==> src/rtl/ultrasonic_pkg.sv <==
// Shared constants and types for the ultrasonic distance filter.
// Holds the distance width, clock rate, default parameter values and the
// filter state type used by the top level.
package ultrasonic_pkg;

    localparam int unsigned DIST_W           = 16;
    localparam int unsigned CLK_HZ           = 125_000_000;
    localparam int unsigned DEF_DEPTH_LOG2   = 2;
    localparam int unsigned DEF_MIN_CM       = 2;
    localparam int unsigned DEF_MAX_CM       = 400;
    localparam int unsigned DEF_STALE_CYCLES = 12_500_000;

    // Filter states: waiting for first sample, averaging, sensor silent.
    typedef enum logic [1:0] {
        EMPTY = 2'd0,
        RUN   = 2'd1,
        STALE = 2'd2
    } state_e;

endpackage

==> src/rtl/ultrasonic_dist_filter_if.sv <==
// Measurement-in / average-out bundle of the distance filter.
//   dist_in, dist_valid       : finished measurement from the ranging block
//   dist_avg, avg_valid       : rounded window average and its update strobe
//   avg_ready, out_of_range   : window holds real data / last sample rejected
//   stale, LED_bar            : sensor silent / thermometer display
// master: measurement source and display consumer; slave: the filter.
interface ultrasonic_dist_filter_if;
    import ultrasonic_pkg::*;

    logic [DIST_W-1:0] dist_in;
    logic              dist_valid;
    logic [DIST_W-1:0] dist_avg;
    logic              avg_valid;
    logic              avg_ready;
    logic              out_of_range;
    logic              stale;
    logic [7:0]        LED_bar;

    modport master (
        output dist_in, dist_valid,
        input  dist_avg, avg_valid, avg_ready, out_of_range, stale, LED_bar
    );

    modport slave (
        input  dist_in, dist_valid,
        output dist_avg, avg_valid, avg_ready, out_of_range, stale, LED_bar
    );

endinterface

==> src/rtl/dist_led_bar.sv <==
// Thermometer bar for the averaged distance: bit i lights when the window is
// ready and the average reaches (i+1)/8 of MAX_CM. Thresholds are fixed at
// elaboration. Inputs are the filter's next-state values so the bar register
// updates on the same edge as dist_avg.
//   clk, rst   : clock, async active-high reset
//   avg_d      : next dist_avg value
//   ready_d    : next avg_ready value
//   led_bar    : registered thermometer output
module dist_led_bar
    import ultrasonic_pkg::*;
#(
    parameter int unsigned MAX_CM = DEF_MAX_CM
) (
    input  logic              clk,
    input  logic              rst,
    input  logic [DIST_W-1:0] avg_d,
    input  logic              ready_d,
    output logic [7:0]        led_bar
);

    logic [7:0] hit_c;

    // One comparator per segment against a constant threshold.
    for (genvar i = 0; i < 8; i++) begin : g_seg
        localparam int unsigned TH = ((i + 1) * MAX_CM) / 8;
        assign hit_c[i] = ready_d && (avg_d >= DIST_W'(TH));
    end

    always_ff @(posedge clk or posedge rst) begin
        if (rst) begin
            led_bar <= 8'h00;
        end else begin
            led_bar <= hit_c;
        end
    end

endmodule

==> src/rtl/ultrasonic_dist_filter.sv <==
// Moving-average filter for ultrasonic distance readings.
// Accepts one measurement per cycle, rejects readings outside
// [MIN_CM, MAX_CM], keeps a rounded average over 2^DEPTH_LOG2 samples and
// flags a sensor that has been silent for STALE_CYCLES cycles while running.
// Optional LED thermometer bar: define ULTRASONIC_DIST_LED_BAR_EN.
//   clk      : system clock
//   rst      : async active-high reset
//   dist_if  : slave side of ultrasonic_dist_filter_if (see interface file)
module ultrasonic_dist_filter
    import ultrasonic_pkg::*;
#(
    parameter int unsigned DEPTH_LOG2   = DEF_DEPTH_LOG2,
    parameter int unsigned MIN_CM       = DEF_MIN_CM,
    parameter int unsigned MAX_CM       = DEF_MAX_CM,
    parameter int unsigned STALE_CYCLES = DEF_STALE_CYCLES
) (
    input  logic                     clk,
    input  logic                     rst,
    ultrasonic_dist_filter_if.slave  dist_if
);

    localparam int unsigned DEPTH = 1 << DEPTH_LOG2;
    localparam int unsigned SUM_W = DIST_W + DEPTH_LOG2;
    localparam int unsigned RND_W = SUM_W + 1;
    localparam int unsigned HALF  = 1 << (DEPTH_LOG2 - 1);
    localparam int unsigned TMR_W = (STALE_CYCLES > 1) ? $clog2(STALE_CYCLES) : 1;

    localparam logic [1:0] ST_EMPTY = EMPTY;
    localparam logic [1:0] ST_RUN   = RUN;
    localparam logic [1:0] ST_STALE = STALE;

    logic [1:0]            state_q,  state_d;
    logic [DIST_W-1:0]     ring_q [DEPTH];
    logic [SUM_W-1:0]      sum_q,    sum_d;
    logic [DEPTH_LOG2-1:0] wptr_q,   wptr_d;
    logic [TMR_W-1:0]      timer_q,  timer_d;
    logic [DIST_W-1:0]     avg_q,    avg_d;
    logic                  vld_q,    vld_d;
    logic                  ready_q,  ready_d;
    logic                  oor_q,    oor_d;
    logic                  stale_q,  stale_d;

    logic                  in_range_c;
    logic                  seed_c;
    logic                  write_c;
    logic [RND_W-1:0]      rnd_c;

    assign in_range_c = (dist_if.dist_in >= DIST_W'(MIN_CM)) &&
                        (dist_if.dist_in <= DIST_W'(MAX_CM));

    // State register and all registered datapath/outputs.
    always_ff @(posedge clk or posedge rst) begin
        if (rst) begin
            state_q <= ST_EMPTY;
            for (int unsigned i = 0; i < DEPTH; i++) begin
                ring_q[i] <= '0;
            end
            sum_q   <= '0;
            wptr_q  <= '0;
            timer_q <= '0;
            avg_q   <= '0;
            vld_q   <= 1'b0;
            ready_q <= 1'b0;
            oor_q   <= 1'b0;
            stale_q <= 1'b0;
        end else begin
            state_q <= state_d;
            if (seed_c) begin
                for (int unsigned i = 0; i < DEPTH; i++) begin
                    ring_q[i] <= dist_if.dist_in;
                end
            end else if (write_c) begin
                ring_q[wptr_q] <= dist_if.dist_in;
            end
            sum_q   <= sum_d;
            wptr_q  <= wptr_d;
            timer_q <= timer_d;
            avg_q   <= avg_d;
            vld_q   <= vld_d;
            ready_q <= ready_d;
            oor_q   <= oor_d;
            stale_q <= stale_d;
        end
    end

    // Next-state, datapath and output decode.
    always_comb begin
        state_d = state_q;
        sum_d   = sum_q;
        wptr_d  = wptr_q;
        timer_d = timer_q;
        avg_d   = avg_q;
        vld_d   = 1'b0;
        ready_d = ready_q;
        oor_d   = oor_q;
        stale_d = stale_q;
        seed_c  = 1'b0;
        write_c = 1'b0;
        rnd_c   = '0;

        if (dist_if.dist_valid) begin
            // Any reading, good or bad, proves the sensor is alive.
            timer_d = '0;
            if (in_range_c) begin
                if (state_q == ST_RUN) begin
                    write_c = 1'b1;
                    sum_d   = sum_q - SUM_W'(ring_q[wptr_q]) + SUM_W'(dist_if.dist_in);
                    wptr_d  = wptr_q + DEPTH_LOG2'(1);
                end else begin
                    // First sample after reset or silence fills the whole window.
                    seed_c  = 1'b1;
                    sum_d   = SUM_W'(dist_if.dist_in) << DEPTH_LOG2;
                    wptr_d  = '0;
                end
                rnd_c   = RND_W'(sum_d) + RND_W'(HALF);
                avg_d   = DIST_W'(rnd_c >> DEPTH_LOG2);
                vld_d   = 1'b1;
                ready_d = 1'b1;
                oor_d   = 1'b0;
                stale_d = 1'b0;
                state_d = ST_RUN;
            end else begin
                oor_d = 1'b1;
            end
        end else if (state_q == ST_RUN) begin
            if (timer_q == TMR_W'(STALE_CYCLES - 1)) begin
                state_d = ST_STALE;
                stale_d = 1'b1;
                ready_d = 1'b0;
                timer_d = '0;
            end else begin
                timer_d = timer_q + TMR_W'(1);
            end
        end
    end

    assign dist_if.dist_avg     = avg_q;
    assign dist_if.avg_valid    = vld_q;
    assign dist_if.avg_ready    = ready_q;
    assign dist_if.out_of_range = oor_q;
    assign dist_if.stale        = stale_q;

`ifdef ULTRASONIC_DIST_LED_BAR_EN
    dist_led_bar #(
        .MAX_CM  (MAX_CM)
    ) u_led_bar (
        .clk     (clk),
        .rst     (rst),
        .avg_d   (avg_d),
        .ready_d (ready_d),
        .led_bar (dist_if.LED_bar)
    );
`else
    assign dist_if.LED_bar = 8'h00;
`endif

endmodule

==> src/flat_wrapper.sv <==
// flat-port wrapper written by rule: the top's interface ports become plain ports
module ultrasonic_dist_filter_flat import ultrasonic_pkg::*;
#(
    parameter int unsigned DEPTH_LOG2   = DEF_DEPTH_LOG2,
    parameter int unsigned MIN_CM       = DEF_MIN_CM,
    parameter int unsigned MAX_CM       = DEF_MAX_CM,
    parameter int unsigned STALE_CYCLES = DEF_STALE_CYCLES
)
  (clk, rst, dist_if_dist_in, dist_if_dist_valid, dist_if_dist_avg, dist_if_avg_valid, dist_if_avg_ready, dist_if_out_of_range, dist_if_stale, dist_if_LED_bar);
  ultrasonic_dist_filter_if dist_if_i ();
  input  logic clk;
  input  logic rst;
  input wire logic [$bits(dist_if_i.dist_in)-1:0] dist_if_dist_in;
  input wire logic [$bits(dist_if_i.dist_valid)-1:0] dist_if_dist_valid;
  output wire logic [$bits(dist_if_i.dist_avg)-1:0] dist_if_dist_avg;
  output wire logic [$bits(dist_if_i.avg_valid)-1:0] dist_if_avg_valid;
  output wire logic [$bits(dist_if_i.avg_ready)-1:0] dist_if_avg_ready;
  output wire logic [$bits(dist_if_i.out_of_range)-1:0] dist_if_out_of_range;
  output wire logic [$bits(dist_if_i.stale)-1:0] dist_if_stale;
  output wire logic [$bits(dist_if_i.LED_bar)-1:0] dist_if_LED_bar;
  assign dist_if_i.dist_in = dist_if_dist_in;
  assign dist_if_i.dist_valid = dist_if_dist_valid;
  assign dist_if_dist_avg = dist_if_i.dist_avg;
  assign dist_if_avg_valid = dist_if_i.avg_valid;
  assign dist_if_avg_ready = dist_if_i.avg_ready;
  assign dist_if_out_of_range = dist_if_i.out_of_range;
  assign dist_if_stale = dist_if_i.stale;
  assign dist_if_LED_bar = dist_if_i.LED_bar;
  ultrasonic_dist_filter #(.DEPTH_LOG2(DEPTH_LOG2), .MIN_CM(MIN_CM), .MAX_CM(MAX_CM), .STALE_CYCLES(STALE_CYCLES)) u_core (.clk(clk), .rst(rst), .dist_if(dist_if_i));
endmodule
==> config.mk <==
export PLATFORM = sky130hd
export DESIGN_NAME = ultrasonic_dist_filter_flat
export DESIGN_NICKNAME = d
export VERILOG_FILES = /design/src/rtl/ultrasonic_pkg.sv /design/src/rtl/ultrasonic_dist_filter_if.sv /design/src/rtl/dist_led_bar.sv /design/src/rtl/ultrasonic_dist_filter.sv /design/src/flat_wrapper.sv
export SDC_FILE = /design/constraint.sdc
export NUM_CORES = 1
export LEC_CHECK = 0
export CORE_MARGIN = 2
export CORE_UTILIZATION = 30
export CTS_BUF_LIST = sky130_fd_sc_hd__clkbuf_4 sky130_fd_sc_hd__clkbuf_8
export DETAILED_ROUTE_END_ITERATION = 6
export GPL_TIMING_DRIVEN = 1
export PLACE_DENSITY_LB_ADDON = 0.1
export SLEW_MARGIN = 40
export SYNTH_ARGS = -nofsm -noshare
export SYNTH_HDL_FRONTEND = slang
export SYNTH_SLANG_ARGS = --single-unit
==> constraint.sdc <==
create_clock -name clk -period 4.7 [get_ports clk]
set_clock_uncertainty 0.15 [all_clocks]
set_input_delay 0.94 -clock clk [delete_from_list [all_inputs] [get_ports clk]]
set_output_delay 0.94 -clock clk [all_outputs]
set_load 0.02 [all_outputs]
== Yosys cells after proc, flatten, opt, wreduce, memory -nomap -nowiden ==
Cells that the tools add are included.
Cells by class
  magnitude comparators: 4
  reductions and logical operators: 7
  bitwise gates (word level): 1
  equal/unequal tests: 3
  $add $sub $neg: 5
  mux-type cells: 36
Operator list (number)
  $mux 64: 2
  $mux 24: 3
  $bwmux 64: 1
  $mux 18: 3
  $mux 16: 3
  $bmux 16 s2: 1
  $demux 16 s2: 1
  $add 24x1->24 const B: 1
  $eq 24x24->1 const B: 1
  $add 18x16->18: 1
  $add 18x2->18 const B: 1
  $sub 18x16->18: 1
  $mux 1: 17
  $ge 16x2->1 const B: 1
  $le 16x9->1 const B: 1
  $mux 2: 5
  $reduce_bool 2->1: 3
  $ge 3x3->1 const B: 1
  $lt 3x1->1 const B: 1
  $not 2->3: 1
  $reduce_and 3->1: 1
  $add 2x1->2 const B: 1
  $eq 2x1->1 const B: 1
  $logic_and 1x1->1: 2
  other kinds (2): 2
Storage, ports and cells
  output and inout port bits: 28
  word-level logic and storage cells: 69
  flip-flop bits (word level): 130
  input bits: 19

== Depth between registers and ports, before layout ==
  depth after elaboration: 10
  gate-level depth with buffers: 16

== Worst setup path before layout ==
OpenSTA, ideal clock, no wires.
  kind: flip-flop to flip-flop
  from: register u_core.wptr_q[0]
  to: register u_core.avg_q[15], in the netlist u_core.dist_if.dist_avg[15]
  cell stages (with the launch flop): 17
  arrival time: 4.598 ns
  library setup time: 0.092 ns
  setup slack: -0.139 ns
  required time: 4.458 ns
  cell sequence: dfrtp_1 > clkbuf_1 > buf_1 > mux4_2 > fa_1 > inv_1 > ha_1 > buf_2 > a21oi_1 > o21ai_1 > a221oi_4 > xnor2_1 > a21oi_2 > nand4bb_2 > nand3b_4 > o31a_1 > o31ai_2
On the way
  longest elaborated chain between the ends: 10
Ends and longest elaborated chain
  start: declaration: line ultrasonic_dist_filter.sv:35  | logic [DEPTH_LOG2-1:0] wptr_q, wptr_d;
  start signal: assignment: line ultrasonic_dist_filter.sv:76  | wptr_q <= wptr_d;
  $not 2->3 (not written as such): line ultrasonic_dist_filter.sv:107  | sum_d = sum_q - SUM_W'(ring_q[wptr_q]) + SUM_W'(dist_if.dist_in);
  $bmux 16 s2: line ultrasonic_dist_filter.sv:107
  $mux 16 (not written as such) (2 in series): line ultrasonic_dist_filter.sv:107
  $sub 18x16->18: line ultrasonic_dist_filter.sv:107
  $add 18x16->18: line ultrasonic_dist_filter.sv:107
  $mux 18: line ultrasonic_dist_filter.sv:105  | if (state_q == ST_RUN) begin
  $mux 18: line ultrasonic_dist_filter.sv:104  | if (in_range_c) begin
  $mux 18: line ultrasonic_dist_filter.sv:101  | if (dist_if.dist_valid) begin
  $add 18x2->18: line ultrasonic_dist_filter.sv:115  | rnd_c = RND_W'(sum_d) + RND_W'(HALF);
  end signal: assignment: line ultrasonic_dist_filter.sv:78  | avg_q <= avg_d;
  end: declaration: line ultrasonic_dist_filter.sv:37  | logic [DIST_W-1:0] avg_q, avg_d;
Every way passes these cells. The select of a mux whose other input is x is not followed.
A chain may end at the register's enable or synchronous reset.

== Worst setup path after layout ==
Ends and elaborated chain as after synthesis.

==> summary.md <==
| Metric | Value |
|---|---|
| # setup viols final | 0 |
| CTS tree | built |
| Worst Reg2Reg Path Length in Cells | 15 |
| Area occupied by multi-input gates | between 3000 and 4000 µm² |
| Register area share after synthesis | 43.0% |
| Full die area | roughly 26000 µm² |
| RSZ-0062 raised after global routing | false |
| CP startpoint kind | flip-flop |
| Tmin final | approximately 4500 ps |
| 1st-iter DRT viols | 310 |
| Wire length per cell | 15.9 µm |
| Min-Delay Endpoint | u_core.dist_if.dist_avg[7] |
| Layout cell share with drive strength beyond 1 | about a quarter |
| Max-slew violation count | 0 |
| Power share of the clock group | a little under a third |
| Reg2reg start | u_core.wptr_q[0] |
| Detailed-placement wirelength estimate | roughly 14000 µm |
| Routability congestion estimate | around 0.85 |
| Worst-margin pin slew | between 700 and 800 ps |
| Fin crit share | ~95% |
| Ant diodes | 0 |
| Core Rows | 57 |
| Global-route wire length before repair | between 30000 and 40000 µm |
| Core Area | around 24000 µm² |
| Synth Area in Compound Gates | 11.5% |
| Leak Pwr | approximately 4.2 nW |
| Int Power | between 1.5 and 2 mW |
| Ys flop type | dfrtp_1 |
| Final Util | ~37% |
| H-tree depth | 4 |
| Post-Syn Instances | 709 |
| Netlist Area Pre-Place | about 7400 µm² |
| DR vias/cell | roughly 4.6 |
| Die Wd | between 150 and 200 µm |
| Gr ovfl total | 0 |
| Power density over the cells | between 300 and 400 nW/µm² |
| Net Sw Power | a little over 900 µW |
| Max_cap viols | 0 |
| Via Count | around 5300 |
| Post-Synth Adder-Cell Area | approximately 8.3% |
| Post-Synth Simple-Gate Area | between 10% and 20% |
| Clk slew on worst S/H paths | about 90 ps |
| Synth area leaders | dfrtp_1 (43%), mux2_2 (5.6%), mux4_2 (4.8%) |
| Hold_sp | u_core.dist_if.dist_avg[7] |
| Top cell type's share of synthesized area | a little over two fifths |
| Post-CTS sizing | 0 |
| Synth Area in XOR/XNOR | 4.82% |
| Pin count of the biggest net entering global routing | just under 60 |
| Cts bufs inserted | 17 |
| Ys async rst share | between 90% and 100% |
| Post-synth EDFFs | 0 |
| Sequential Power Share | 42.1% |
| DR DRC count | 0 |
| Reg2Reg Capture Point | u_core.dist_if.dist_avg[15] |
| Type of the worst min-delay path | reg2reg |
| Initial Util | between 30% and 40% |
| Root buffer cell | clkbuf_8 |
| Largest area contributor in the netlist | dfrtp_1 |
| Post-route ant nets | 0 |
| Synth Warn # | 0 |
| Critical Path End Type | flip-flop |
| Avg Cell Area, Syn | between 10 and 15 µm² |
| Mux cell area share after synthesis | about a tenth |
| Switch share | between 30 and 40% |
| Sequential cell area | between 3000 and 4000 µm² |
| Synth unique cells | 74 |
| Die H | ~160 µm |
| Hold path depth | 2 |
| Peak VDD IR | ~0.00015 V |
| Largest family of logic cells by synthesized area | simple AND/OR/NAND/NOR gates |
| Num ports | 47 |
| Fillcell total | between 2000 and 2500 |
| TritonRoute pass-1 iters | 4 |
| Worst skew pair latency | roughly 450 ps |
| Worst EP required | ~4900 ps |
| Arrival @ worst endpoint | approximately 4700 ps |
| Worst Setup Path Type | reg2reg |
| DRT Wirelength | between 15000 and 20000 µm |
| Yosys reg bits | 128 |
| Port-buffer cells | 38 |
| Area grow syn2layout | 20.6% |
| Crit Path Max Fanout | 7 |
| Number of global-route vias before repair | ~5600 |
| Flop-to-flop setup slack | roughly 240 ps |
| Fmax | roughly 0.22 GHz |
| Nets | 869 |
| Post-Place Setup Slack | -189 ps |
| Clock sinks | around 130 |
| Antenna violations before repair | 0 |
| Slew HR | between 50 and 60% |
| Clock buffer depth | 2 |
| Gr usage total | between 10% and 20% |
| Setup ws final | about 240 ps |
| Status | finished clean |
| Gate power share | a little over a quarter |
| Fin. Hold Viols | 0 |
registers in the layout, indices dropped and copies added, names as in the netlist:
name                         cells
u_core.dist_if.avg_valid         1
u_core.dist_if.dist_avg         16
u_core.dist_if.out_of_range      1
u_core.ring_q                   64
u_core.state_q                   2
u_core.sum_q                    18
u_core.timer_q                  24
u_core.wptr_q                    2
timing repair:
action | 4_1_cts | 5_1_grt
hold buffers | 0 | 0
endpoints found under the setup margin | 0 | 3
setup buffers | 0 | 0
hold endpoints to repair | 0 | 0
cell type report:
| type | count | area share, % |
|---|---|---|
| Clock inverter | 13 | 1.17 |
| Timing Repair Buffer | 110 | 10.4 |
| Multi-Input combinational cell | 478 | 42.3 |
| Sequential cell | 128 | 35.7 |
| Clock buffer | 19 | 2.77 |
| Tap cell | 324 | 4.52 |
| Inverter | 75 | 3.17 |
cell usage after synthesis (5+ instances only):
master / instances
a21o_1: 9
a21oi_1: 19
a221oi_2: 5
buf_4: 11
clkbuf_1: 15
dfrtp_1: 128
fa_1: 16
ha_1: 24
inv_1: 75
mux2_2: 37
mux4_2: 16
nand2_1: 58
nand3_1: 16
nand4_1: 8
nor2_1: 53
nor2b_1: 31
nor3_1: 10
o211ai_1: 5
o21ai_0: 44
o21ai_1: 7
xnor2_1: 15
xor2_1: 26
cell usage in the layout (no fill, tap or decap), drive strengths merged, types with 4 or more instances in the layout:
cell and n:
mux4 16, nand2 58, o21ai 52, a211oi 4, a21oi 21, a221oi 6, ha 24, nand2b 4
clkinvlp 4, xor2 26, inv 81, nor2b 31, buf 72, clkdlybuf4s50 38, nor3 14, nand4 8
mux2 37, xnor2 15, conb 8, a31oi 4, nor2 54, clkbuf 19, nand3 16, or3 5
a21o 10, nor4 6, dfrtp 128, o211ai 6, fa 16
metrics by stage:
step / cells / cell area [µm²] / power [mW] / setup TNS, ps / hold WS, ps
2_1_floorplan: 716 / 7470 / 1.65 / 0 / 300
6_report: 1147 / 8970 / 2.77 / 0 / 329
3_5_place_dp: 1115 / 8620 / 1.92 / -855 / 321
3_3_place_gp: 1115 / 8620 / 1.91 / -915 / 312
4_1_cts: 1147 / 8970 / 2.81 / 0 / 340
5_1_grt: 1147 / 8970 / 2.95 / 0 / 351
cells by family (layout without fill, tap and decap cells):
| group | count (synthesis) | count (layout) |
|---|---|---|
| AO/OA/AOI/OAI | 120 | 120 |
| XOR/XNOR | 41 | 41 |
| adder cells (fa/ha/maj) | 40 | 40 |
| buffers and inverters | 110 | 217 |
| flip-flops | 128 | 128 |
| multiplexers | 54 | 54 |
| other | 1 | 8 |
| AND/OR/NAND/NOR | 215 | 215 |
critical path, stage by stage, from the launching register on:
cell and delay [ps]:
dfrtp_1 420, buf_4 230, mux4_2 530, ha_1 290, inv_1 40, ha_1 210, fa_1 400, a21o_1 230
a221o_2 410, a221oi_4 320, xnor2_1 170, a21oi_2 80, nand4bb_2 250, nand3b_4 200, o31a_1 270, o31ai_2 160
power by group through the flow:
| stage | Clock (mW) | Sequential (mW) | Combinational, mW |
|---|---|---|---|
| after global placement | 0 | 1.19 | 0.720 |
| after detailed placement | 0 | 1.19 | 0.725 |
| after global routing | 0.974 | 1.18 | 0.799 |
| after CTS | 0.916 | 1.17 | 0.728 |
| after floorplan | 0 | 1.20 | 0.456 |
| final | 0.883 | 1.17 | 0.723 |
layer usage:
layer / track usage [%] / share of wire, % / vias up
met5: 0 / 0 / -
met4: 5.28 / 1.9 / 0
met3: 2.34 / 3.3 / 17
met2: 22.8 / 45 / 93
met1: 21.4 / 50 / 2595
li1: - / - / 2615
how the worst max path moves through the flow:
stage | slack (ps) | startpoint | cells after the start | endpoint
4_1_cts | 190 | u_core.wptr_q[0] | 16 | u_core.dist_if.dist_avg[15]
3_3_place_gp | -180 | dist_if_dist_in[1] | 14 | u_core.dist_if.dist_avg[15]
3_5_place_dp | -190 | dist_if_dist_in[1] | 15 | u_core.dist_if.dist_avg[15]
6_report | 240 | u_core.wptr_q[0] | 15 | u_core.dist_if.dist_avg[15]
2_1_floorplan | 80 | u_core.wptr_q[0] | 16 | u_core.dist_if.dist_avg[15]
5_1_grt | 3 | u_core.wptr_q[0] | 16 | u_core.dist_if.dist_avg[15]
(Power assumes the default switching activity.)
